**src/rtl/adc_serial_capture_pkg.sv**
```systemverilog
// Shared constants and FSM encoding for the serial ADC capture front-end.
// The SDFT consumes samples of the same DATA_W width.
package adc_serial_capture_pkg;

    localparam int FRAME_BITS_DEF = 16;
    localparam int DATA_W_DEF     = 12;

    typedef enum logic [1:0] {
        ST_IDLE    = 2'd0,
        ST_CONVERT = 2'd1,
        ST_QUIET   = 2'd2
    } cap_state_e;

    // Width of a counter that must hold the values 0 .. n-1.
    function automatic int cnt_w(input int n);
        return (n < 2) ? 1 : $clog2(n);
    endfunction

endpackage

```
**src/rtl/adc_serial_capture_sclk_gen.sv**
```systemverilog
// Serial clock generator: toggles SCLK every CLK_DIV clocks while run_i is high,
// idles high otherwise, and flags each rising edge and the last one of a frame.
module adc_sclk_gen
    import adc_serial_capture_pkg::*;
#(
    parameter int CLK_DIV    = 5,
    parameter int FRAME_BITS = FRAME_BITS_DEF
) (
    input  logic clk,
    input  logic reset_n,
    input  logic run_i,
    output logic sclk_o,
    output logic rise_o,
    output logic last_rise_o
);

    localparam int HC_W = cnt_w(CLK_DIV);
    localparam int RC_W = cnt_w(FRAME_BITS);
    localparam logic [HC_W-1:0] HC_LAST = HC_W'(CLK_DIV - 1);
    localparam logic [RC_W-1:0] RC_LAST = RC_W'(FRAME_BITS - 1);

    logic [HC_W-1:0] hc_q, hc_d;
    logic [RC_W-1:0] rc_q, rc_d;
    logic            sclk_q, sclk_d;
    logic            toggle;

    assign toggle      = run_i && (hc_q == HC_LAST);
    assign rise_o      = toggle && !sclk_q;
    assign last_rise_o = rise_o && (rc_q == RC_LAST);
    assign sclk_o      = sclk_q;

    always_comb begin
        // NOTE: every always_comb output gets a default first, so no path can infer a latch.
        hc_d   = hc_q;
        rc_d   = rc_q;
        sclk_d = sclk_q;
        if (!run_i) begin
            hc_d   = '0;
            rc_d   = '0;
            sclk_d = 1'b1;
        end else if (toggle) begin
            hc_d   = '0;
            sclk_d = ~sclk_q;
            if (!sclk_q) rc_d = rc_q + 1'b1;
        end else begin
            hc_d = hc_q + 1'b1;
        end
    end

    // NOTE: registers use non-blocking assignments so every flop samples pre-edge values.
    always_ff @(posedge clk or negedge reset_n) begin
        if (!reset_n) begin
            hc_q   <= '0;
            rc_q   <= '0;
            sclk_q <= 1'b1;
        end else begin
            hc_q   <= hc_d;
            rc_q   <= rc_d;
            sclk_q <= sclk_d;
        end
    end

endmodule

```
**src/rtl/adc_serial_capture.sv**
```systemverilog
// ADCS7476-style serial capture: frames CS/SCLK at a fixed sample rate, deserialises
// the data pin and offers each result on a valid/ready handshake with sticky overrun.
module adc_serial_capture
    import adc_serial_capture_pkg::*;
#(
    parameter int CLK_DIV       = 5,
    parameter int SAMPLE_PERIOD = 2500,
    parameter int FRAME_BITS    = FRAME_BITS_DEF,
    parameter int DATA_W        = DATA_W_DEF,
    parameter int QUIET_CLKS    = 10,
    parameter bit SIGNED_OUT    = 1'b1
) (
    input  logic              clk,
    input  logic              reset_n,
    input  logic              enable,
    output logic              adc_mic_cs,
    output logic              adc_mic_clk,
    input  logic              adc_mic_sd,
    output logic [DATA_W-1:0] sample_data,
    output logic              sample_valid,
    input  logic              sample_ready,
    output logic              overrun
);

    localparam int PER_W = cnt_w(SAMPLE_PERIOD);
    localparam int Q_W   = cnt_w(QUIET_CLKS);
    localparam logic [PER_W-1:0] PER_LAST = PER_W'(SAMPLE_PERIOD - 1);
    localparam logic [Q_W-1:0]   Q_LAST   = Q_W'(QUIET_CLKS - 1);

    cap_state_e        state_q, state_d;
    logic [PER_W-1:0]  per_q, per_d;
    logic [Q_W-1:0]    quiet_q, quiet_d;
    logic [DATA_W-1:0] shift_q, shift_d;
    logic              cs_q, cs_d;
    logic [DATA_W-1:0] data_q, data_d;
    logic              valid_q, valid_d;
    logic              ovr_q, ovr_d;
    logic              rise, last_rise, load;
    logic [DATA_W-1:0] conv;

    adc_sclk_gen #(
        .CLK_DIV    (CLK_DIV),
        .FRAME_BITS (FRAME_BITS)
    ) u_sclk (
        .clk         (clk),
        .reset_n     (reset_n),
        .run_i       (state_q == ST_CONVERT),
        .sclk_o      (adc_mic_clk),
        .rise_o      (rise),
        .last_rise_o (last_rise)
    );

    always_comb begin
        state_d = state_q;
        cs_d    = cs_q;
        quiet_d = quiet_q;
        load    = 1'b0;
        case (state_q)
            ST_IDLE: begin
                cs_d    = 1'b1;
                quiet_d = '0;
                if (enable && (per_q == '0)) begin
                    state_d = ST_CONVERT;
                    cs_d    = 1'b0;
                end
            end
            ST_CONVERT: begin
                if (last_rise) begin
                    state_d = ST_QUIET;
                    cs_d    = 1'b1;
                end
            end
            ST_QUIET: begin
                if (quiet_q == Q_LAST) begin
                    load    = 1'b1;
                    state_d = ST_IDLE;
                    quiet_d = '0;
                end else begin
                    quiet_d = quiet_q + 1'b1;
                end
            end
            default: begin
                state_d = ST_IDLE;
                cs_d    = 1'b1;
            end
        endcase
    end

    // Only the last DATA_W bits are kept; the leading zeros fall off the top unchecked.
    always_comb begin
        per_d   = (state_q == ST_IDLE && !enable) ? '0 :
                  (per_q == PER_LAST)             ? '0 : per_q + 1'b1;
        shift_d = rise ? {shift_q[DATA_W-2:0], adc_mic_sd} : shift_q;
        conv    = shift_q;
        if (SIGNED_OUT) conv[DATA_W-1] = ~shift_q[DATA_W-1];
    end

    always_comb begin
        data_d  = data_q;
        valid_d = valid_q;
        ovr_d   = ovr_q;
        if (load) begin
            data_d  = conv;
            valid_d = 1'b1;
            if (valid_q && !sample_ready) ovr_d = 1'b1;
        end else if (valid_q && sample_ready) begin
            valid_d = 1'b0;
        end
    end

    always_ff @(posedge clk or negedge reset_n) begin
        if (!reset_n) begin
            state_q <= ST_IDLE;
            per_q   <= '0;
            quiet_q <= '0;
            shift_q <= '0;
            cs_q    <= 1'b1;
            data_q  <= '0;
            valid_q <= 1'b0;
            ovr_q   <= 1'b0;
        end else begin
            state_q <= state_d;
            per_q   <= per_d;
            quiet_q <= quiet_d;
            shift_q <= shift_d;
            cs_q    <= cs_d;
            data_q  <= data_d;
            valid_q <= valid_d;
            ovr_q   <= ovr_d;
        end
    end

    assign adc_mic_cs   = cs_q;
    assign sample_data  = data_q;
    assign sample_valid = valid_q;
    assign overrun      = ovr_q;

endmodule

```
**config.mk**
```make
export PLATFORM = sky130hd
export DESIGN_NAME = adc_serial_capture
export DESIGN_NICKNAME = d
export VERILOG_FILES = /design/src/rtl/adc_serial_capture_pkg.sv /design/src/rtl/adc_serial_capture_sclk_gen.sv /design/src/rtl/adc_serial_capture.sv
export SDC_FILE = /design/constraint.sdc
export NUM_CORES = 1
export LEC_CHECK = 0
export ABC_AREA = 0
export CAP_MARGIN = 20
export CORE_ASPECT_RATIO = 0.7
export CORE_MARGIN = 2
export CORE_UTILIZATION = 53
export CTS_BUF_LIST = sky130_fd_sc_hd__clkbuf_4
export DETAILED_ROUTE_END_ITERATION = 8
export MAX_ROUTING_LAYER = met4
export PLACE_DENSITY = 0.74
export SETUP_SLACK_MARGIN = 0.3
export SKIP_LAST_GASP = 1
export SYNTH_ARGS = -nofsm -noshare
export SYNTH_HDL_FRONTEND = slang
export SYNTH_HIERARCHICAL = 1
export SYNTH_SLANG_ARGS = --single-unit
```
**constraint.sdc**
```tcl
create_clock -name clk -period 1.85 [get_ports clk]
set_input_delay 0.37 -clock clk [delete_from_list [all_inputs] [get_ports clk]]
set_output_delay 0.37 -clock clk [all_outputs]
set_load 0.02 [all_outputs]
```
# Word level (Yosys, flattened, before mapping)
# Cells that the tools add are included.
[word_totals]
ram_bits = 0
out_inout_bits = 16
mem_bits_ro = 0
input_bits = 5
reg_bits = 53
latch_bits = 0
memories = 0
word_cells = 69
[classes]
order_cmp = 0
addsub = 4
mux = 22
mul = 0
n_div = 0
n_shift = 0
n_bitwise = 3
eq_ne = 11
n_reduce_logical = 18
[ops]
columns = ["op", "n"]
rows = [
  ["$mux W12", 2],
  ["$mux W4", 4],
  ["$add A12 B1 Y12 const B", 1],
  ["$eq A12 B12 Y1 const B", 1],
  ["$logic_not A12 Y1", 1],
  ["$ne A2 B2 Y1 const B", 5],
  ["$add A4 B1 Y4 const B", 2],
  ["$eq A4 B4 Y1 const B", 2],
  ["$mux W1", 8],
  ["$pmux W4 S2", 1],
  ["$logic_and A1 B1 Y1", 7],
  ["$mux W2", 3],
  ["$mux W3", 2],
  ["$pmux W2 S3", 1],
  ["$reduce_and A2 Y1", 3],
  ["$reduce_bool A2 Y1", 2],
  ["$add A3 B1 Y3 const B", 1],
  ["$eq A3 B3 Y1 const B", 1],
  ["$logic_not A1 Y1", 3],
  ["$not A1 Y1", 3],
  ["$pmux W1 S3", 1],
  ["$reduce_and A3 Y1", 1],
  ["$eq A2 B1 Y1 const B", 1],
  ["$eq A2 B2 Y1 const B", 1],
  ["$logic_not A2 Y1", 1],
]

# Longest topological paths before layout
# Gate-level depths: netlist (run 1).
[depth]
ltp_word = 6
depth_mapped = 7

# By module
# Netlist (run 1), hierarchy kept.
[modules_own_cells]
columns = ["module", "cells_per_inst", "n_inst", "area_each_um2", "seq_area_each_um2"]
rows = [
  ["adc_serial_capture", 157, 1, 1950.6, 1127.3],
  ["adc_sclk_gen", 37, 1, 416.6, 201.4],
]

# Worst setup path after synthesis (run 1)
# No wires, ideal clock.
[synth_timing]
path_type = "register to register"
startpoint = "reg u_sclk.hc_q[0]"
endpoint = "reg shift_q[10]"
t_arrival_ns = 1.715
path_stages_with_launch = 8
path_slack_ns = 0.010
cell_sequence = "dfrtp_1 -> inv_1 -> ha_1 -> nand2_1 -> nor2_1 -> and2_1 -> buf_1 -> mux2_2"
[synth_between]
elab_chain_cells = 3
[synth_rtl]
columns = ["element", "line", "source"]
rows = [
  ["start: declaration", "adc_serial_capture_sclk_gen.sv:22", "logic [HC_W-1:0] hc_q, hc_d;"],
  ["start signal: assignment", "adc_serial_capture_sclk_gen.sv:53", "hc_q <= '0;"],
  ["start signal: assignment", "adc_serial_capture_sclk_gen.sv:57", "hc_q <= hc_d;"],
  ["$eq A3 B3 Y1", "adc_serial_capture_sclk_gen.sv:27", "assign toggle = run_i && (hc_q == HC_LAST);"],
  ["$logic_and A1 B1 Y1", "adc_serial_capture_sclk_gen.sv:27", ""],
  ["$logic_and A1 B1 Y1", "adc_serial_capture_sclk_gen.sv:28", "assign rise_o = toggle && !sclk_q;"],
  ["net rise", "adc_serial_capture.sv:38", "logic rise, last_rise, load;"],
  ["end signal: assignment", "adc_serial_capture.sv:125", "shift_q <= shift_d;"],
  ["end: declaration", "adc_serial_capture.sv:33", "logic [DATA_W-1:0] shift_q, shift_d;"],
]
# The timed path passes the listed nets, and every way through them passes these cells.
# A chain may end at the register's enable or synchronous reset.

# Final worst setup path (run 1)
[layout_timing]
startpoint = "reg per_q[9]"
endpoint = "reg per_q[0]"
[layout_between]
elab_chain_cells = 3
[layout_rtl]
columns = ["element", "line", "source"]
rows = [
  ["start: declaration", "adc_serial_capture.sv:31", "logic [PER_W-1:0] per_q, per_d;"],
  ["start signal: assignment", "adc_serial_capture.sv:123", "per_q <= per_d;"],
  ["$eq A12 B12 Y1", "adc_serial_capture.sv:92", "(per_q == PER_LAST) ? '0 : per_q + 1'b1;"],
  ["$mux W12", "adc_serial_capture.sv:92", ""],
  ["$mux W12", "adc_serial_capture.sv:91", "per_d = (state_q == ST_IDLE && !enable) ? '0 :"],
  ["net per_d[0]", "adc_serial_capture.sv:31", ""],
]
# The timed path passes the listed nets, and every way through them passes these cells.

==> results.rst, run 1 <==
.. list-table::
   :header-rows: 1

   * - Metric
     - Value
   * - Number of antenna violations at the first check in global routing
     - 0
   * - Initial core utilization
     - 54.68%
   * - Horizontal die dimension
     - 83.88 um
   * - Antenna Cells
     - 0
   * - Placer's final routability congestion estimate
     - 0.8353
   * - Biggest area consumer among synthesized cells
     - sky130_fd_sc_hd__dfrtp_1
   * - Vias after detailed routing
     - 1775
   * - Ranking of synthesized cells by area
     - sky130_fd_sc_hd__dfrtp_1, sky130_fd_sc_hd__mux2_2, sky130_fd_sc_hd__ha_1, sky130_fd_sc_hd__o21ai_0, sky130_fd_sc_hd__dfstp_2
   * - Unrepaired setup endpoints after global routing
     - true
   * - Number of clock buffers inserted by TritonCTS
     - 5
   * - Clock transition at the register clock pins on the worst setup and hold paths after CTS
     - 150 ps
   * - Max-Slew Margin vs Limit
     - 67.89%
   * - Final routed DRC violation total
     - 0
   * - Routed Antenna Nets
     - 0
   * - Core region area
     - 0.004329 mm^2
   * - Maximum clock skew at final layout
     - 10.91 ps
   * - Clock tree from TritonCTS
     - built
   * - Root cell of the clock tree
     - sky130_fd_sc_hd__clkbuf_4
   * - Buffer levels on the longest clock path
     - 2
   * - Area grow syn2layout
     - 29.81%
   * - Overall fraction of global-route tracks in use
     - 21.64%
   * - Number of nets in the layout
     - 256
   * - Number of enable flip-flop cells after synthesis
     - 0
   * - Placement-stage worst setup slack
     - -199.5 ps
   * - Die boundary height
     - 59.92 um
   * - Number of search-and-repair iterations in the first detailed-routing pass
     - 4
   * - Most frequent cell after synthesis
     - sky130_fd_sc_hd__dfrtp_1
   * - Number of max-capacitance violations reported
     - 0
   * - Area of the die
     - 0.005026 mm^2
   * - Via count of the first global-routing pass
     - 1654
   * - Count of clock tree sinks
     - 53
   * - Number of synthesized register bits
     - 53
   * - Avg Vias per Cell
     - 5.917
   * - Class of the most critical hold timing path
     - input pin to async pin
   * - First element of the critical path
     - per_q[9]$_DFF_PN0_
   * - Origin of the critical flop-to-flop path
     - per_q[9]$_DFF_PN0_
   * - Net count after synthesis
     - 206
   * - Static leakage
     - 1.455 nW
   * - Synth Instances
     - 194
   * - Yosys top cell area share
     - 53.91%
   * - Result of the run
     - finished, final reports clean
   * - Setup-violating endpoint count in the final report
     - 0
   * - Source-to-sink clock delay at the later pin of the worst-skew pair
     - 380 ps
   * - Top cell types by occurrence after synthesis
     - sky130_fd_sc_hd__dfrtp_1, sky130_fd_sc_hd__mux2_2, sky130_fd_sc_hd__o21ai_0
   * - Worst setup slack after layout
     - 130.9 ps
   * - Avg WL per Cell
     - 18.28 um
   * - Design area
     - 0.003073 mm^2
   * - Number of endpoints with negative hold slack in the final report
     - 0
   * - Count of pins over their slew limit
     - 0
   * - H-tree depth reported by CTS
     - 2
   * - Ys async rst share
     - 100.0%
   * - Count of different cell masters after synthesis
     - 41
   * - Total Routed Length
     - 5.485 mm
   * - CP max FO
     - 5
   * - Highest clock frequency the design can meet
     - 0.5817 GHz
   * - Placed wire-length estimate
     - 3.256 mm
   * - Pin count of the biggest net entering global routing
     - 37
   * - Mean post-synth cell area
     - 12.20 um^2
   * - Crit path arrival time
     - 2000 ps
   * - Worst Max-Slew Pin Slew
     - 481.6 ps
   * - Sequential area share after synthesis
     - 56.13%
   * - Total global routing overflow
     - 0
   * - Critical path start-end classification
     - flip-flop to flip-flop
   * - Placed inst area
     - 0.002698 mm^2
   * - Critical path capture point type
     - flip-flop
   * - Critical path startpoint category
     - flip-flop
   * - Power density over the cells
     - 852.1 mW/mm^2
   * - Ports placed on the boundary
     - 21
   * - Max VDD drop
     - 0.9156 mV
   * - Count of buffers from port buffering
     - 20
   * - Final worst path period share
     - 92.92%
   * - Yosys Warn Count
     - 6
   * - CP Data Required Time
     - 2130 ps
   * - Detailed router's first-iteration violation count
     - 104
   * - Number of rows created at floorplan
     - 20
   * - Final Critical Period
     - 1719 ps
   * - Mapped Area
     - 0.002367 mm^2
   * - Most common flop cell mapped by yosys
     - sky130_fd_sc_hd__dfrtp_1
   * - Wire length of the first global-routing pass
     - 8.093 mm
   * - Share of layout cells above drive strength 1
     - 38.78%
-- layer usage --
| layer | global-route usage, % | wire (um) | vias up |
|---|---|---|---|
| met5 | - | 0 | - |
| met4 | 7.373 | 110 | 0 |
| met3 | 4.144 | 234 | 14 |
| met2 | 32.57 | 2510 | 58 |
| met1 | 30.03 | 2631 | 897 |
| li1 | - | - | 806 |
-- cell usage in the layout (no fill, tap or decap), types with 7 or more instances in the layout --
cell type / synthesis / routed
sky130_fd_sc_hd__dfrtp_1: 51 / 47
sky130_fd_sc_hd__buf_4: 0 / 22
sky130_fd_sc_hd__mux2_4: 0 / 17
sky130_fd_sc_hd__dlygate4sd2_1: 0 / 14
sky130_fd_sc_hd__o21ai_0: 12 / 11
sky130_fd_sc_hd__nand2_1: 10 / 8
sky130_fd_sc_hd__nand3_1: 9 / 8
sky130_fd_sc_hd__or3_1: 7 / 7
sky130_fd_sc_hd__clkbuf_4: 0 / 7
-- logic make-up after synthesis --
logic type,Yosys count,share of synthesized area [%]
AOI/OAI and AO/OA,30,8.510
xor gates and xnor gates,5,1.850
adders and majority gates,7,3.700
buffers and inverters,12,2.008
DFF,53,56.13
muxes,24,11.36
and+or+nand+nor,63,16.44
-- sequential cells by signal, indices dropped and copies added, names as in the netlist, 2 cells and up --
name / flops
u_sclk/rc_q: 4
per_q: 12
shift_q: 12
u_sclk/hc_q: 3
quiet_q: 4
sample_data: 12
state_q: 2
-- power breakdown --
group,internal [mW],switching (mW),leakage [nW],total (mW)
Sequential,1.27,0.137,0.673,1.41
Combinational,0.345,0.323,0.749,0.668
Clock,0.180,0.359,0.0324,0.539
-- area by class of cell --
class	count	area, um^2
multi-input combinational	130	1189
fill	297	1256
timing repair buffer	46	391.6
clock buffer	7	52.55
clock inverter	1	7.507
tap	55	68.82
sequential	53	1334
inverter	8	30.03
-- worst max-delay path: stages (launching register included) --
cell and delay (ps):
sky130_fd_sc_hd__dfrtp_2 470, sky130_fd_sc_hd__or4_4 560, sky130_fd_sc_hd__nor4_4 330, sky130_fd_sc_hd__buf_4 220, sky130_fd_sc_hd__nor3_1 60
-- timing repair --
item                                   CTS  global route
endpoints found under the hold margin   15             0
resized for setup                       35            40
setup endpoints to repair               51            39
hold buffers                             1             0
cloned                                   1             2
buffers inserted                        11             6
pin swaps                                4             8
-- final timing paths --
check | cells past startpoint | end | slack (ps)
setup / recovery | 4 | per_q[0]$_DFF_PN0_ | 130
max in group asynchronous | 3 | per_q[2]$_DFF_PN0_ | 830
hold / removal | 2 | per_q[6]$_DFF_PN0_ | 460
setup reg to reg | 4 | per_q[0]$_DFF_PN0_ | 130
hold reg to reg | 1 | sample_data[11]$_DFFE_PN0P_ | 480
min in group clk | 1 | sample_data[11]$_DFFE_PN0P_ | 480
-- through the flow --
| stage | power (mW) | TNS, ps | cells | util [%] | hold WS, ps |
|---|---|---|---|---|---|
| 6_report | 2.619 | 0 | 300 | 70.98 | 460.7 |
| 5_1_grt | 2.740 | 0 | 300 | 70.98 | 467.5 |
| 4_1_cts | 2.434 | 0 | 292 | 66.36 | 458.5 |
| 3_5_place_dp | 1.792 | -356.1 | 271 | 62.31 | 356.7 |
| 3_3_place_gp | 1.757 | -267.4 | 271 | 62.31 | 329.3 |
| 2_1_floorplan | 1.644 | 0 | 194 | - | 74.41 |
Note: power is estimated with default switching activity, not from simulation.
==> inputs of run 2 (changes only) <==
Settings changed: CORE_ASPECT_RATIO 0.7 to unset, CORE_MARGIN 2 to 5, CORE_UTILIZATION 53 to 45, PLACE_DENSITY 0.74 to 0.64.
==> run 2 against run 1 <==
Net effect:
- sequential power barely moved
- clock power barely moved
- non-clock buffer count rose by 3
- sequential cell count did not move
- count of clock-buffer cells in the layout fell by 1
- clock skew rose by 8.4 ps
- via count fell by 2.9%
- sequential share of layout area fell by 0.12 points
- total power fell by 3.2%
- register-to-register slack improved by 40 ps
- setup slack improved by 41 ps
- first-iteration DRC count fell by 22%
==> results.rst, run 2 (same netlist as run 1, synthesis figures left out) <==
.. list-table::
   :header-rows: 1

   * - Metric
     - Value
   * - Count of pins over their slew limit
     - 0 (unchanged)
   * - Placement-stage worst setup slack
     - -150.2 ps (was -199.5 ps)
   * - Sequential share of power
     - 55.4% (was 53.9%)
   * - Static leakage
     - 1.453 nW (was 1.455 nW)
   * - Post-layout total power
     - 2.535 mW (was 2.619 mW)
   * - Class of the most critical hold timing path
     - input pin to async pin (unchanged)
   * - Number of inserted filler cells in the final layout
     - 423 (was 297)
   * - Max VDD drop
     - 0.6951 mV (was 0.9156 mV)
   * - Most common cell after layout, fill and taps aside
     - sky130_fd_sc_hd__dfrtp_1 (unchanged)
   * - Total global routing overflow
     - 0 (unchanged)
   * - Number of antenna violations at the first check in global routing
     - 0 (unchanged)
   * - Critical path start-end classification
     - flip-flop to flip-flop (unchanged)
   * - Number of endpoints with negative hold slack in the final report
     - 0 (unchanged)
   * - Antenna Cells
     - 0 (unchanged)
   * - Number of nets in the layout
     - 259 (was 256)
   * - Number of rows created at floorplan
     - 26 (was 20)
   * - Avg Vias per Cell
     - 5.418 (was 5.917)
   * - Hold_ws
     - 478.7 ps (was 460.7 ps)
   * - Result of the run
     - finished, final reports clean (unchanged)
   * - Maximum clock skew at final layout
     - 19.35 ps (was 10.91 ps)
   * - Area of the die
     - 0.006811 mm^2 (was 0.005026 mm^2)
   * - Source-to-sink clock delay at the later pin of the worst-skew pair
     - 380 ps (about the same)
   * - Setup_tns
     - 0 ps (unchanged)
   * - Buffer levels on the longest clock path
     - 2 (unchanged)
   * - Clock transition at the register clock pins on the worst setup and hold paths after CTS
     - 160 ps (was 150 ps)
   * - Longest individual stage delay on the worst path
     - 570 ps (was 560 ps)
   * - Vias after detailed routing
     - 1723 (was 1775)
   * - Max-Slew Margin vs Limit
     - 64.01% (was 67.89%)
   * - Horizontal die dimension
     - 82.53 um (was 83.88 um)
   * - Standard cell with the maximum stage delay on the critical path
     - sky130_fd_sc_hd__or4_4 (unchanged)
   * - CP Data Required Time
     - 2120 ps (was 2130 ps)
   * - Placer's final routability congestion estimate
     - 0.8899 (was 0.8353)
   * - Final routed DRC violation total
     - 0 (unchanged)
   * - Power share of the combinational group
     - 23.3% (was 25.5%)
   * - Number of search-and-repair iterations in the first detailed-routing pass
     - 4 (unchanged)
   * - Net switching fraction of the power
     - 31.26% (was 31.30%)
   * - Unrepaired setup endpoints after global routing
     - true (unchanged)
   * - H-tree depth reported by CTS
     - 2 (unchanged)
   * - Family with the most delay on the worst path
     - simple AND/OR/NAND/NOR gates (unchanged)
   * - Placed inst area
     - 0.002711 mm^2 (was 0.002698 mm^2)
   * - Int Pwr
     - 1.743 mW (was 1.799 mW)
   * - Final worst path period share
     - 90.71% (was 92.92%)
   * - Total Routed Length
     - 5.185 mm (was 5.485 mm)
   * - Ordered list of cells on the worst path
     - or4_4 -> nor4_4 -> buf_2 -> a211oi_1 (was or4_4 -> nor4_4 -> buf_4 -> nor3_1)
   * - Avg WL per Cell
     - 16.31 um (was 18.28 um)
   * - Placed wire-length estimate
     - 3.254 mm (was 3.256 mm)
   * - Share of layout cells above drive strength 1
     - 39.92% (was 38.78%)
   * - Core region area
     - 0.005107 mm^2 (was 0.004329 mm^2)
   * - Share of total power in the clock network
     - 21.3% (was 20.6%)
   * - Overall fraction of global-route tracks in use
     - 15.91% (was 21.64%)
   * - Count of buffers from port buffering
     - 20 (unchanged)
   * - Wire length of the first global-routing pass
     - 7.962 mm (was 8.093 mm)
   * - Detailed router's first-iteration violation count
     - 81 (was 104)
   * - CP max FO
     - 5 (unchanged)
   * - Critical path capture point type
     - flip-flop (unchanged)
   * - Critical path startpoint category
     - flip-flop (unchanged)
   * - Setup-violating endpoint count in the final report
     - 0 (unchanged)
   * - Number of buffers and inverters on the critical path
     - 1 (unchanged)
   * - Commonest cells after routing, fill and taps aside
     - sky130_fd_sc_hd__dfrtp_1, sky130_fd_sc_hd__buf_4, sky130_fd_sc_hd__mux2_4 (unchanged)
   * - Die boundary height
     - 82.53 um (was 59.92 um)
   * - Initial core utilization
     - 46.35% (was 54.68%)
   * - Area grow syn2layout
     - 30.29% (was 29.81%)
   * - Ports placed on the boundary
     - 21 (unchanged)
   * - Design area
     - 0.003084 mm^2 (was 0.003073 mm^2)
   * - Count of clock tree sinks
     - 53 (unchanged)
   * - Switching power of the nets
     - 0.7925 mW (was 0.8195 mW)
   * - Pin count of the biggest net entering global routing
     - 25 (was 37)
   * - Sequential cell area in the final layout
     - 0.001335 mm^2 (was 0.001334 mm^2)
   * - Crit path arrival time
     - 1950 ps (was 2000 ps)
   * - Clock tree from TritonCTS
     - built (unchanged)
   * - Number of max-capacitance violations reported
     - 0 (unchanged)
   * - Highest clock frequency the design can meet
     - 0.5959 GHz (was 0.5817 GHz)
   * - Routed Antenna Nets
     - 0 (unchanged)
   * - Power density over the cells
     - 822.0 mW/mm^2 (was 852.1 mW/mm^2)
   * - Root cell of the clock tree
     - sky130_fd_sc_hd__clkbuf_4 (unchanged)
   * - Via count of the first global-routing pass
     - 1683 (was 1654)
   * - Final Critical Period
     - 1678 ps (was 1719 ps)
   * - Number of clock buffers inserted by TritonCTS
     - 5 (unchanged)
   * - Worst setup slack after layout
     - 171.9 ps (was 130.9 ps)
   * - Multi-input gate area
     - 0.001172 mm^2 (was 0.001189 mm^2)
   * - Worst Max-Slew Pin Slew
     - 539.8 ps (was 481.6 ps)
==> run 2: cell type report <==
class / count / share of cell area [%]
Multi-Input combinational cell: 130 / 38.01
Clock buffer: 6 / 1.460
Tap cell: 70 / 2.840
Inverter: 8 / 0.9736
Clock inverter: 2 / 0.4868
Timing Repair Buffer: 49 / 12.94
Sequential cell: 53 / 43.29
==> run 2: through the flow <==
stage	instances	util (%)
6_report	318	60.39
3_3_place_gp	287	53.09
4_1_cts	308	55.95
5_1_grt	318	60.39
3_5_place_dp	287	53.09
2_1_floorplan	194	-
==> run 2: what timing repair did <==
item	CTS	global route
setup buffers	12	7
endpoints found under the setup margin	50	39
resized for setup	24	48
cloned	0	3
hold buffers	1	0
endpoints found under the hold margin	20	0
pin swaps	3	13
==> run 2: routing by layer <==
layer,wire length [um],vias up,GRT usage [%]
met1,2278,872,19.22
met2,2639,37,25.64
met3,168,9,3.905
met4,98,0,6.373
met5,0,-,-
li1,-,805,-
==> run 2: worst register-to-register path: cells and delay by family, from the launching register on <==
| kind | cells | cell delay [ps] |
|---|---|---|
| AND/OR/NAND/NOR | 2 | 800 |
| AO/OA/AOI/OAI | 1 | 80 |
| buffers and inverters | 1 | 260 |
| flip-flops | 1 | 440 |
==> run 2: final timing paths <==
path	from	cells after the start	end	slack (ps)
min reg2reg	shift_q[11]$_DFFE_PN0P_	1	sample_data[11]$_DFFE_PN0P_	480
max	per_q[9]$_DFF_PN0_	4	per_q[9]$_DFF_PN0_	170
min	reset_n	2	u_sclk/hc_q[0]$_DFF_PN0_	480
max reg2reg	per_q[9]$_DFF_PN0_	4	per_q[9]$_DFF_PN0_	170
max in group asynchronous	reset_n	3	shift_q[6]$_DFFE_PN0P_	720
min in group clk	shift_q[11]$_DFFE_PN0P_	1	sample_data[11]$_DFFE_PN0P_	480
==> run 2: power groups by stage <==
| stage | Combinational, mW | Clock, mW | Sequential [mW] |
|---|---|---|---|
| 3_5_place_dp | 0.337 | 0 | 1.44 |
| 2_1_floorplan | 0.249 | 0 | 1.39 |
| 6_report | 0.591 | 0.539 | 1.41 |
| 5_1_grt | 0.643 | 0.594 | 1.43 |
| 3_3_place_gp | 0.316 | 0 | 1.43 |
| 4_1_cts | 0.462 | 0.557 | 1.39 |
==> inputs of run 3 (changes only) <==
Settings changed: CAP_MARGIN 20 to 30, MAX_ROUTING_LAYER met4 to unset, PLACE_DENSITY 0.64 to 0.62.
Clock period 1.85 ns to 1.9 ns, I/O delays scaled along.
==> run 3 against run 2 <==
Net effect:
- register-to-register slack improved by 60 ps
- via count decreased by 4.6%
- count of clock-buffer cells in the layout increased by 1
- combinational power decreased by 19%
- first-iteration DRC count decreased by 36%
- critical endpoint is now adc_mic_cs$_DFFE_PN1P_
- cell count decreased by 2.2%
- cell area decreased by 1.9%
- clock power decreased by 7.6%
- sequential power decreased by 3%
- worst hold slack got worse by 35 ps
- non-clock buffer count decreased by 6
==> results.rst, run 3 (same netlist as run 1, synthesis figures left out) <==
.. list-table::
   :header-rows: 1

   * - Metric
     - Value
   * - Result of the run
     - finished, final reports clean (unchanged)
   * - Antenna Cells
     - 0 (unchanged)
   * - Avg WL per Cell
     - 15.32 um (was 16.31 um)
   * - Origin of the critical flop-to-flop path
     - per_q[9]$_DFF_PN0_ (unchanged)
   * - Sequential share of power
     - 58.5% (was 55.4%)
   * - Setup-violating endpoint count in the final report
     - 0 (unchanged)
   * - Die boundary height
     - 82.53 um (unchanged)
   * - CP max FO
     - 2 (was 5)
   * - Number of nets in the layout
     - 252 (was 259)
   * - Final routed DRC violation total
     - 0 (unchanged)
   * - Placed wire-length estimate
     - 3.209 mm (was 3.254 mm)
   * - Unrepaired setup endpoints after global routing
     - true (unchanged)
   * - Root cell of the clock tree
     - sky130_fd_sc_hd__clkbuf_4 (unchanged)
   * - Number of max-capacitance violations reported
     - 0 (unchanged)
   * - Source-to-sink clock delay at the later pin of the worst-skew pair
     - 360 ps (was 380 ps)
   * - Share of layout cells above drive strength 1
     - 36.51% (was 39.92%)
   * - Vias after detailed routing
     - 1643 (was 1723)
   * - Count of pins over their slew limit
     - 0 (unchanged)
   * - Most common cell after layout, fill and taps aside
     - sky130_fd_sc_hd__dfrtp_1 (unchanged)
   * - Count of buffers from port buffering
     - 20 (unchanged)
   * - Placer's final routability congestion estimate
     - 0.8002 (was 0.8899)
   * - Share of total power in the clock network
     - 21.2% (was 21.3%)
   * - Pin count of the biggest net entering global routing
     - 23 (was 25)
   * - Horizontal die dimension
     - 82.53 um (unchanged)
   * - Count of clock tree sinks
     - 53 (unchanged)
   * - Final worst path period share
     - 87.68% (was 90.71%)
   * - Initial core utilization
     - 46.35% (unchanged)
   * - Crit path arrival time
     - 1960 ps (was 1950 ps)
   * - Critical path start-end classification
     - flip-flop to flip-flop (unchanged)
   * - Max-Slew Margin vs Limit
     - 75.49% (was 64.01%)
   * - Net switching fraction of the power
     - 29.68% (was 31.26%)
   * - Clock tree from TritonCTS
     - built (unchanged)
   * - Ports placed on the boundary
     - 21 (unchanged)
   * - Routed Antenna Nets
     - 0 (unchanged)
   * - Class of the most critical hold timing path
     - input pin to async pin (unchanged)
   * - Inst Count DP
     - 290 (was 287)
   * - Maximum clock skew at final layout
     - 10.27 ps (was 19.35 ps)
   * - Power density over the cells
     - 775.3 mW/mm^2 (was 822.0 mW/mm^2)
   * - Number of endpoints with negative hold slack in the final report
     - 0 (unchanged)
   * - Clock transition at the register clock pins on the worst setup and hold paths after CTS
     - 140 ps (was 160 ps)
   * - Switching power of the nets
     - 0.6961 mW (was 0.7925 mW)
   * - Power share of the combinational group
     - 20.3% (was 23.3%)
   * - Area of the die
     - 0.006811 mm^2 (unchanged)
   * - Via count of the first global-routing pass
     - 1680 (was 1683)
   * - Area grow syn2layout
     - 27.80% (was 30.29%)
   * - Number of rows created at floorplan
     - 26 (unchanged)
   * - Buffer levels on the longest clock path
     - 2 (unchanged)
   * - Number of search-and-repair iterations in the first detailed-routing pass
     - 4 (unchanged)
   * - Avg Vias per Cell
     - 5.283 (was 5.418)
   * - Static leakage
     - 1.439 nW (was 1.453 nW)
   * - Highest clock frequency the design can meet
     - 0.6003 GHz (was 0.5959 GHz)
   * - Int Pwr
     - 1.650 mW (was 1.743 mW)
   * - Total global routing overflow
     - 0 (unchanged)
   * - Worst Max-Slew Pin Slew
     - 367.6 ps (was 539.8 ps)
   * - Critical path startpoint category
     - flip-flop (unchanged)
   * - Overall fraction of global-route tracks in use
     - 14.94% (was 15.91%)
   * - Commonest cells after routing, fill and taps aside
     - sky130_fd_sc_hd__dfrtp_1, sky130_fd_sc_hd__mux2_2, sky130_fd_sc_hd__buf_4 (was sky130_fd_sc_hd__dfrtp_1, sky130_fd_sc_hd__buf_4, sky130_fd_sc_hd__mux2_4)
   * - Final Critical Period
     - 1666 ps (was 1678 ps)
   * - Setup_tns
     - 0 ps (unchanged)
   * - First element of the critical path
     - per_q[9]$_DFF_PN0_ (unchanged)
   * - Core region area
     - 0.005107 mm^2 (unchanged)
   * - Number of clock buffers inserted by TritonCTS
     - 5 (unchanged)
   * - Critical path capture point type
     - flip-flop (unchanged)
   * - H-tree depth reported by CTS
     - 2 (unchanged)
   * - Wire length of the first global-routing pass
     - 7.797 mm (was 7.962 mm)
   * - Total Routed Length
     - 4.763 mm (was 5.185 mm)
   * - Max VDD drop
     - 0.4893 mV (was 0.6951 mV)
   * - CP Data Required Time
     - 2200 ps (was 2120 ps)
   * - Number of antenna violations at the first check in global routing
     - 0 (unchanged)
   * - Detailed router's first-iteration violation count
     - 52 (was 81)
   * - Non-filler cells in the finished layout
     - 311 (was 318)
## run 3: cell types whose count changed in the layout (fill, tap and decap cells not counted), sizes merged
cell / previous run / this run
dlygate4sd2: 12 / 14
buf: 30 / 24
and2: 5 / 4
clkdlybuf4s15: 2 / 0
clkinvlp: 2 / 1
clkbuf: 7 / 8
## run 3: layer usage
layer / share of wire (%) / routed length [um] / vias to the layer above / track usage, %
met5: 0 / 0 / - / 0
met4: 1.2 / 55 / 0 / 4.085
met3: 3.7 / 177 / 6 / 3.688
met2: 51 / 2430 / 25 / 26.52
met1: 44 / 2100 / 821 / 17.98
li1: - / - / 791 / -
## run 3: area by class of cell
type / instances / area [um^2]
clock buffer: 7 / 52.55
timing repair buffer: 43 / 390.4
sequential: 53 / 1333
multi-input combinational: 129 / 1125
fill: 442 / 2082
tap: 70 / 87.58
clock inverter: 1 / 7.507
inverter: 8 / 30.03
## run 3: path summary, 6_finish.rpt
| kind | to | slack (ps) | cells past startpoint |
|---|---|---|---|
| worst min register to register | sample_data[11]$_DFFE_PN0P_ | 470 | 1 |
| worst max register to register | adc_mic_cs$_DFFE_PN1P_ | 230 | 3 |
| min in group clk | sample_data[11]$_DFFE_PN0P_ | 470 | 1 |
| max in group asynchronous | adc_mic_cs$_DFFE_PN1P_ | 780 | 3 |
| worst min-delay path | u_sclk/rc_q[2]$_DFFE_PN0P_ | 440 | 2 |
| worst max-delay path | adc_mic_cs$_DFFE_PN1P_ | 230 | 3 |
## run 3: critical path: stages, from the launching register on
cell	delay [ps]
sky130_fd_sc_hd__dfrtp_1	430
sky130_fd_sc_hd__or4_4	560
sky130_fd_sc_hd__or4_4	500
sky130_fd_sc_hd__o21a_1	120
## run 3: power by group through the flow
stage / Sequential, mW / Clock (mW) / Combinational, mW
2_1_floorplan: 1.36 / 0 / 0.231
3_3_place_gp: 1.39 / 0 / 0.302
3_5_place_dp: 1.40 / 0 / 0.321
4_1_cts: 1.36 / 0.525 / 0.451
5_1_grt: 1.38 / 0.573 / 0.524
6_report: 1.37 / 0.498 / 0.476
## run 3: repair_timing
| action | 4_1_cts | 5_1_grt |
|---|---|---|
| pin swaps | 10 | 7 |
| hold buffers | 1 | 0 |
| resized for setup | 39 | 22 |
| setup buffers | 9 | 1 |
| cloned | 1 | 1 |
| hold endpoints to repair | 14 | 0 |
| setup endpoints to repair | 41 | 38 |
## run 3: per-stage QoR
stage,util [%],total power [mW],area (um^2),hold slack [ps],setup WS (ps)
after floorplan,-,1.589,2385,84.41,298.5
after global placement,53.36,1.694,2725,310.0,-105.4
after detailed placement,53.36,1.722,2725,315.4,-135.0
after CTS,57.67,2.341,2945,444.7,195.4
after global routing,59.24,2.480,3025,453.3,188.7
final,59.24,2.346,3025,443.7,234.1
